### src/rtl/uart_rx_block.sv
// 8N1 UART receiver that emits each correctly framed byte and assembles
// consecutive bytes into 16-byte blocks, first byte in the top octet.
module uart_rx_block #(
  parameter int CLKS_PER_BIT = 868
) (
  input  logic         clk,
  input  logic         reset,
  input  logic         rx_in,
  output logic [7:0]   byte_out,
  output logic         byte_valid,
  output logic [127:0] block_out,
  output logic         block_valid,
  output logic         frame_err,
  output logic         busy
);

  localparam logic [15:0] HALF_LAST = 16'(CLKS_PER_BIT / 2 - 1);
  localparam logic [15:0] FULL_LAST = 16'(CLKS_PER_BIT - 1);

  typedef enum logic [2:0] {IDLE, START, DATA, STOP, WAIT_HIGH} state_t;

  state_t         state;
  logic           rx_p0;
  logic           rx_s;
  logic [15:0]    timer;
  logic [2:0]     bit_idx;
  logic [7:0]     shift_reg;
  logic [3:0]     byte_cnt;
  logic [119:0]   partial;

  // Stage p0/p1: two-flop synchronizer; idle-high reset value keeps the FSM quiet
  always_ff @(posedge clk or posedge reset) begin
    if (reset) begin
      rx_p0 <= 1'b1;
      rx_s  <= 1'b1;
    end else begin
      rx_p0 <= rx_in;
      rx_s  <= rx_p0;
    end
  end

  // Framing FSM, byte capture and block assembly
  always_ff @(posedge clk or posedge reset) begin
    if (reset) begin
      state       <= IDLE;
      timer       <= 16'd0;
      bit_idx     <= 3'd0;
      shift_reg   <= 8'd0;
      byte_cnt    <= 4'd0;
      partial     <= 120'd0;
      byte_out    <= 8'd0;
      block_out   <= 128'd0;
      byte_valid  <= 1'b0;
      block_valid <= 1'b0;
      frame_err   <= 1'b0;
      busy        <= 1'b0;
    end else begin
      byte_valid  <= 1'b0;
      block_valid <= 1'b0;
      frame_err   <= 1'b0;
      case (state)
        IDLE: begin
          timer <= 16'd0;
          if (!rx_s) begin
            state <= START;
            busy  <= 1'b1;
          end
        end
        START: begin
          if (timer == HALF_LAST) begin
            timer   <= 16'd0;
            bit_idx <= 3'd0;
            if (!rx_s) begin
              state <= DATA;
            end else begin
              state <= IDLE;
              busy  <= 1'b0;
            end
          end else begin
            timer <= timer + 16'd1;
          end
        end
        DATA: begin
          if (timer == FULL_LAST) begin
            timer     <= 16'd0;
            shift_reg <= {rx_s, shift_reg[7:1]};
            bit_idx   <= bit_idx + 3'd1;
            if (bit_idx == 3'd7) state <= STOP;
          end else begin
            timer <= timer + 16'd1;
          end
        end
        STOP: begin
          if (timer == FULL_LAST) begin
            timer <= 16'd0;
            if (rx_s) begin
              state      <= IDLE;
              busy       <= 1'b0;
              byte_out   <= shift_reg;
              byte_valid <= 1'b1;
              byte_cnt   <= byte_cnt + 4'd1;
              // The 16th byte completes the block; the partial register restarts empty
              if (byte_cnt == 4'd15) begin
                block_out   <= {partial, shift_reg};
                block_valid <= 1'b1;
                partial     <= 120'd0;
              end else begin
                partial <= {partial[111:0], shift_reg};
              end
            end else begin
              state     <= WAIT_HIGH;
              frame_err <= 1'b1;
            end
          end else begin
            timer <= timer + 16'd1;
          end
        end
        WAIT_HIGH: begin
          timer <= 16'd0;
          if (rx_s) begin
            state <= IDLE;
            busy  <= 1'b0;
          end
        end
        default: begin
          state <= IDLE;
          busy  <= 1'b0;
        end
      endcase
    end
  end

endmodule

### config.mk
export PLATFORM = sky130hd
export DESIGN_NAME = uart_rx_block
export DESIGN_NICKNAME = d
export VERILOG_FILES = /design/src/rtl/uart_rx_block.sv
export SDC_FILE = /design/constraint.sdc
export NUM_CORES = 1
export LEC_CHECK = 0
export CAP_MARGIN = 30
export CORE_AREA = 5 5 179 181
export DETAILED_ROUTE_END_ITERATION = 10
export DIE_AREA = 0 0 184 186
export GPL_TIMING_DRIVEN = 0
export PLACE_DENSITY_LB_ADDON = 0.15
export SYNTH_ARGS = -nofsm -noshare
export SYNTH_HDL_FRONTEND = slang
export SYNTH_SLANG_ARGS = --single-unit
### constraint.sdc
create_clock -name clk -period 16.56 [get_ports clk]
set_input_delay 3.312 -clock clk [delete_from_list [all_inputs] [get_ports clk]]
set_output_delay 3.312 -clock clk [all_outputs]
set_load 0.05 [all_outputs]
Word level (Yosys, flattened, before mapping)

Cells that the tools add are included.

$add $sub $neg: 3
Eq/ne operators: 14
Multiplexer cells: 31
Bitwise logic cells: 1
Reduce and logical (&&, ||, !) cells: 11

Operators by type and width:

| kind                                             | count |
|---|---|
| 2-to-1 mux 120 bit                               | 1 |
| one-hot mux 16 bit (3 select lines)              | 1 |
| 2-to-1 mux 16 bit                                | 2 |
| 2-to-1 mux 3 bit                                 | 9 |
| adder 16 x 1 -> 16 bit (second input constant)   | 1 |
| == test 16 x 10 -> 1 bit (second input constant) | 1 |
| == test 16 x 9 -> 1 bit (second input constant)  | 1 |
| one-hot mux 3 bit (5 select lines)               | 1 |
| 2-to-1 mux 1 bit                                 | 14 |
| != test 2 bit (second input constant)            | 6 |
| AND reduction 4 bit                              | 2 |
| == test 3 x 2 -> 1 bit (second input constant)   | 2 |
| == test 3 bit (second input constant)            | 2 |
| one-hot mux 3 bit (2 select lines)               | 1 |
| AND reduction 3 bit                              | 2 |
| AND reduction 6 bit                              | 1 |
| one-hot mux 1 bit (5 select lines)               | 1 |
| adder 4 x 1 -> 4 bit (second input constant)     | 1 |
| == test 4 bit (second input constant)            | 1 |
| OR reduction 2 bit                               | 2 |
| adder 3 x 1 -> 3 bit (second input constant)     | 1 |
| == test 3 x 1 -> 1 bit (second input constant)   | 1 |
| logical NOT 3 bit                                | 1 |
| nonzero test 3 bit                               | 1 |
| other kinds (4)                                  | 4 |

Register bits: 296
Logic and storage cells: 74

Longest topological paths before layout

Gate-level depths: netlist (run 1).

Depth in word-level cells: 5
Depth in mapped cells: 8
Mapped depth without buffers: 6

Least setup slack after synthesis (run 1)

Ideal clock, no wire load.

Path kind: register to output
Start point: register busy
End point: output busy
Arrival: 621 ps
Slack: 12,627 ps
Cell stages (with the launch flop): 1
Path through: dfrtp_1

RTL lines:

| item                   | RTL line | RTL |
|---|---|---|
| start, declared        | 14       | `output logic busy` |
| start signal, assigned | 56       | `busy <= 1'b0;` |
| start signal, assigned | 66       | `busy <= 1'b1;` |
| start signal, assigned | 77       | `busy <= 1'b0;` |

No word-level cell between the ends.

Final worst setup path (run 1)

Start point: register block_out[66]
End point: output block_out[66]

RTL lines:

| item                   | RTL line | RTL |
|---|---|---|
| start, declared        | 11       | `output logic [127:0] block_out,` |
| start signal, assigned | 104      | `block_out <= {partial, shift_reg};` |

No word-level cell between the ends.

==> impl_metrics.env, run 1 <==
export IMPL_dpl_worst_slack_ns=11.84
export IMPL_cts_htree_levels=1
export IMPL_required_ns=13.25
export IMPL_crit_fanout=2
export IMPL_drtPass1Iterations=5
export IMPL_totalPowerFinal_mw=1.38
export IMPL_crit_chain="clkdlybuf4s50_1"
export IMPL_crit_family="buffers and inverters"
export IMPL_vias=8236
export IMPL_gp_congestion=0.770
export IMPL_clk_pin_slew_ns=0.06
export IMPL_slew_limit_headroom_pct=47.6
export IMPL_arrival_ns=1.81
export IMPL_top_regs="block_out x128, partial x120, timer x16"
export IMPL_ir_worst_vdd_v=0.0000810
export IMPL_core_area_um2=30300
export IMPL_fmax_ghz=0.195
export IMPL_cts_buffers=31
export IMPL_fill_cells=2764
export IMPL_period_needed_ns=5.12
export IMPL_port_buffers=142
export IMPL_drc=0
export IMPL_p_leak_nw=6.59
export IMPL_min_delay_start="rx_p0"
export IMPL_grt_pass1_vias=8416
export IMPL_dieArea_um2=34200
export IMPL_worst_slack_ns=11.44
export IMPL_yosys_warnings=0
export IMPL_area_delta_synth_final_pct=24.4
export IMPL_ys_seq_area_share_pct=62.3
export IMPL_cap_violations=0
export IMPL_reg2reg_from="timer[12]"
export IMPL_placed_cells=1543
export IMPL_seq_area_um2=7410
export IMPL_wirelength_um=29200
export IMPL_critPathLaunchType="register"
export IMPL_drive_gt1_share_pct=18.4
export IMPL_critPathLaunch="block_out[66]"
export IMPL_slew_viol_final=0
export IMPL_grt_antenna_before_repair=0
export IMPL_cts_sinks=296
export IMPL_vias_per_cell=5.15
export IMPL_place_detailed_hpwl_um=19900
export IMPL_grt_max_degree=127
export IMPL_start_util_pct=39.3
export IMPL_tightest_slew_ns=0.787
export IMPL_hold_violations=0
export IMPL_dr_first_iter_drc_count=570
export IMPL_grt_pass1_wl_um=47400
export IMPL_synth_nets=1011
export IMPL_regMostFlops="block_out"
export IMPL_cts_tree="built"
export IMPL_async_flop_share_pct=100
export IMPL_slowest_stage="clkdlybuf4s50_1"
export IMPL_clk_insertion_delay_late_ns=0.55
export IMPL_grtUsageTotal_pct=17.1
export IMPL_tns_ns=0
export IMPL_final_util_pct=48.9
export IMPL_synth_main_ff_cell="dfrtp_1"
export IMPL_cts_hold_buffers=0
export IMPL_final_cells=1598
export IMPL_yosysUniqueCellTypes=46
export IMPL_diodes=0
export IMPL_overflow=0
export IMPL_design_portCount=143
export IMPL_hold_path_class="reg -> reg"
export IMPL_die_h_um=186
export IMPL_fin_crit_sh_pct=30.9
export IMPL_synth_cells=1003
export IMPL_rows=64
export IMPL_synth_area_um2=11900
export IMPL_antenna_left=0
export IMPL_nNetsFinal=1188
export IMPL_rsz0062_at_grt="no"
export IMPL_cp_slowest_stage_delay_ns=0.89
export IMPL_ys_ff_latch=296
export IMPL_cts_root_buf="clkbuf_16"
export IMPL_multiInputGateArea_um2=4060
export IMPL_wl_per_cell_um=18.3
export IMPL_worstSetupPathType="reg -> out"
export IMPL_clk_path_buf_depth=3
export IMPL_dieWidth_um=184
export IMPL_synth_edff_count=0
export IMPL_setup_violations=0
export IMPL_path_buf_inv=1
export IMPL_largest_reg_flops=128
export IMPL_cts_resized=0
export IMPL_finalClockSkew_ns=0.0103
export IMPL_endpoint_kind="primary output"
export IMPL_status="complete, no violations"
export IMPL_syn_area_per_cell_um2=11.9
export IMPL_postCtsSetupRepairBufs=0
export IMPL_power_density_nw_per_um2=93.3
[cell families after synthesis]
family / share of synthesized area, %
AOI/OAI and AO/OA: 11.7
xor gates and xnor gates: 1.03
adders and majority gates: 0.526
buffers and inverters: 3.65
DFF: 62.3
muxes: 13.8
and+or+nand+nor: 7.02
[cells in the final DEF, fill, tap and decap left out, types with 2 or more instances in the layout]
cell type	count
buf_16	2
xor2_1	5
a32oi_1	2
dfrtp_1	294
o21a_1	2
buf_4	3
nor3_1	16
mux2_2	145
nand4_1	8
inv_1	9
clkbuf_1	67
or4_1	2
clkbuf_8	5
buf_2	8
ha_1	5
a211oi_1	3
nand2_1	131
nand3_1	6
o31ai_1	2
o211ai_1	2
o21ai_0	245
clkinv_2	3
xnor2_1	9
o22ai_1	3
clkdlybuf4s50_1	142
clkbuf_16	31
dfstp_2	2
nor2_1	8
buf_6	12
nor4_1	6
[through the flow]
stage	hold slack, ns	instance area (um^2)
after floorplan	0.345	11900
after global placement	0.347	13800
after detailed placement	0.347	13900
after CTS	0.356	14800
after global routing	0.363	14800
final	0.355	14800
[report_power, final]
part / leakage [nW] / switching (mW) / internal (mW)
registers: 4.11 / 0.000325 / 0.724
clock network: 0.455 / 0.275 / 0.367
logic: 2.03 / 0.0141 / 0.00195
[synthesized netlist by cell type, drive strengths merged, types with 6 or more instances]
cell	instances	area share, %
buf	23	1.7
clkbuf	53	1.7
dfrtp	294	62
inv	10	0.32
mux2	145	14
nand2	131	4.1
nand3	6	0.25
nand4	8	0.42
nor2	9	0.30
nor3	17	0.76
nor4	6	0.32
o21ai	246	10
xnor2	9	0.66
[cell type report]
type	count	share of cell area, %
clock buffer	50	6.06
timing repair buffer	144	9.97
inverter	10	0.304
buffer	76	2.68
clock inverter	5	0.220
multi-input combinational	621	27.4
tap	396	3.35
sequential	296	50.0
[routing by layer]
metal	share of wire, %	track usage, %	vias up
met1	48	24.8	4172
met4	1.2	3.08	0
li1	-	-	3871
met2	46	27.0	160
met3	5.1	3.52	33
met5	0	0	-
[worst paths after layout]
kind	endpoint	slack [ns]	cells after the start
max	block_out[66]	11.44	1
min	rx_s	0.36	0
max reg2reg	block_out[123]	13.83	7
min reg2reg	rx_s	0.36	0
max in group asynchronous	partial[17]	12.43	3
min in group asynchronous	shift_reg[7]	3.16	2
(Power assumes the default switching activity.)
==> inputs of run 2 (changes only) <==
==> constraint.sdc (replaced) <==
create_clock -name clk -period 4.48 [get_ports clk]
set_input_delay 0.896 -clock clk [delete_from_list [all_inputs] [get_ports clk]]
set_output_delay 0.896 -clock clk [all_outputs]
set_load 0.05 [all_outputs]
==> run 2 against run 1 <==
Non-clock buffer count is 6 higher. Clock-buffer cell count is 1 higher. Sequential share of layout area decreased by 0.70 points. Largest power group unchanged.
==> impl_metrics.env, run 2 (same netlist as run 1, synthesis figures left out) <==
export IMPL_drive_gt1_share_pct=19.2
export IMPL_final_common_cell="dfrtp_1"
export IMPL_nNetsFinal=1197
export IMPL_totalPowerFinal_mw=5.36
export IMPL_wirelength_um=29400
export IMPL_wl_per_cell_um=18.3
export IMPL_cts_buffers=34
export IMPL_cts_sinks=296
export IMPL_multiInputGateArea_um2=4060
export IMPL_antenna_left=0
export IMPL_period_needed_ns=2.71
export IMPL_die_h_um=186
export IMPL_largest_reg_flops=128
export IMPL_grt_antenna_before_repair=0
export IMPL_final_util_pct=49.6
export IMPL_dpl_worst_slack_ns=1.75
export IMPL_cp_slowest_stage_delay_ns=0.47
export IMPL_place_detailed_hpwl_um=20600
export IMPL_crit_fanout=10
export IMPL_slew_viol_final=0
export IMPL_path_depth=8
export IMPL_hold_depth=0
export IMPL_holdWs_ns=0.354
export IMPL_core_area_um2=30300
export IMPL_crit_top_cell="buf_2"
export IMPL_worst_slack_ns=1.77
export IMPL_crit_chain="clkbuf_1, nor2b_2, nand3_1, or2_1, buf_2, buf_2, buf_2, o21ai_0"
export IMPL_seq_area_um2=7410
export IMPL_cap_violations=0
export IMPL_slew_limit_headroom_pct=50.1
export IMPL_p_leak_nw=6.69
export IMPL_cts_root_buf="clkbuf_16"
export IMPL_tns_ns=0
export IMPL_rows=64
export IMPL_ff2ff_path_depth=8
export IMPL_layout_common_cells="dfrtp_1 (294), o21ai_0 (245), mux2_2 (145)"
export IMPL_finalClockSkew_ns=0.0195
export IMPL_grt_pass1_wl_um=48000
export IMPL_combPwrFrac_pct=1.3
export IMPL_required_ns=4.89
export IMPL_p_sw_share_pct=20.7
export IMPL_endpoint_kind="register"
export IMPL_cts_tree="built"
export IMPL_top_regs="block_out x128, partial x120, timer x16"
export IMPL_diodes=0
export IMPL_cts_resized=0
export IMPL_path_buf_inv=4
export IMPL_drc=0
export IMPL_design_portCount=143
export IMPL_r2r_slack_ns=1.77
export IMPL_cts_htree_levels=2
export IMPL_drtPass1Iterations=5
export IMPL_p_sw_mw=1.11
export IMPL_dr_first_iter_drc_count=524
export IMPL_rsz0062_at_grt="no"
export IMPL_clk_pin_slew_ns=0.06
export IMPL_p_int_mw=4.25
export IMPL_arrival_ns=3.12
export IMPL_grtUsageTotal_pct=17.4
export IMPL_clk_path_buf_depth=3
export IMPL_start_util_pct=39.3
export IMPL_area_delta_synth_final_pct=26.2
export IMPL_regMostFlops="block_out"
export IMPL_port_buffers=142
export IMPL_cts_hold_buffers=0
export IMPL_vias=8358
export IMPL_overflow=0
export IMPL_clkPwrFrac_pct=48.8
export IMPL_vias_per_cell=5.20
export IMPL_grt_max_degree=43
export IMPL_crit_family="simple AND/OR/NAND/NOR gates"
export IMPL_ir_worst_vdd_v=0.000248
export IMPL_postCtsSetupRepairBufs=0
export IMPL_hold_path_class="reg -> reg"
export IMPL_dieWidth_um=184
export IMPL_dieArea_um2=34200
export IMPL_fill_cells=2748
export IMPL_slowest_stage="or2_1"
export IMPL_critPathLaunchType="register"
export IMPL_grt_pass1_vias=8469
export IMPL_p_seq_share_pct=49.9
export IMPL_status="complete, no violations"
export IMPL_fmax_ghz=0.369
export IMPL_final_area_um2=15000
export IMPL_power_density_nw_per_um2=357
export IMPL_worstSetupPathType="reg -> reg"
export IMPL_placed_cells=1549
export IMPL_dpl_instance_area_um2=14000
export IMPL_tightest_slew_ns=0.748
export IMPL_fin_crit_sh_pct=60.6
export IMPL_final_cells=1607
export IMPL_setup_violations=0
export IMPL_clk_insertion_delay_late_ns=0.51
export IMPL_gp_congestion=0.778
export IMPL_hold_violations=0
==> run 2: cell types whose count changed in the layout (fill, tap and decap cells not counted), sizes merged <==
| cell | change |
|---|---|
| buf | +6 |
| bufinv | +1 |
| clkbuf | +1 |
| clkinv | +1 |
| clkinvlp | +1 |
| inv | -1 |
==> run 2: power groups by stage <==
stage / clock network [mW] / registers (mW) / logic, mW
global placement: 0 / 2.73 / 0.0580
floorplan: 0 / 2.73 / 0.0398
global route: 2.80 / 2.68 / 0.0848
CTS: 2.69 / 2.68 / 0.0760
finish: 2.62 / 2.68 / 0.0707
detailed placement: 0 / 2.73 / 0.0757
==> run 2: path summary, 6_finish.rpt <==
| path | from | end |
|---|---|---|
| setup reg to reg | state[2] | partial[71] |
| setup / recovery | state[2] | partial[71] |
| max in group asynchronous | reset | block_out[30] |
| hold / removal | rx_p0 | rx_s |
| hold reg to reg | rx_p0 | rx_s |
| min in group asynchronous | reset | block_out[99] |
==> run 2: area by class of cell <==
| class | instances | share of cell area [%] |
|---|---|---|
| timing repair buffer | 150 | 10.5 |
| multi-input combinational | 621 | 27.0 |
| buffer | 76 | 2.64 |
| tap | 396 | 3.30 |
| inverter | 10 | 0.275 |
| clock inverter | 7 | 0.425 |
| clock buffer | 51 | 6.50 |
| sequential | 296 | 49.3 |
==> run 2: per-layer routing <==
layer	global-route usage, %	vias to the layer above	wire, um
met4	3.85	0	464
met5	0	-	0
li1	-	3896	-
met2	26.8	196	13400
met3	4.16	33	1680
met1	25.2	4233	13900
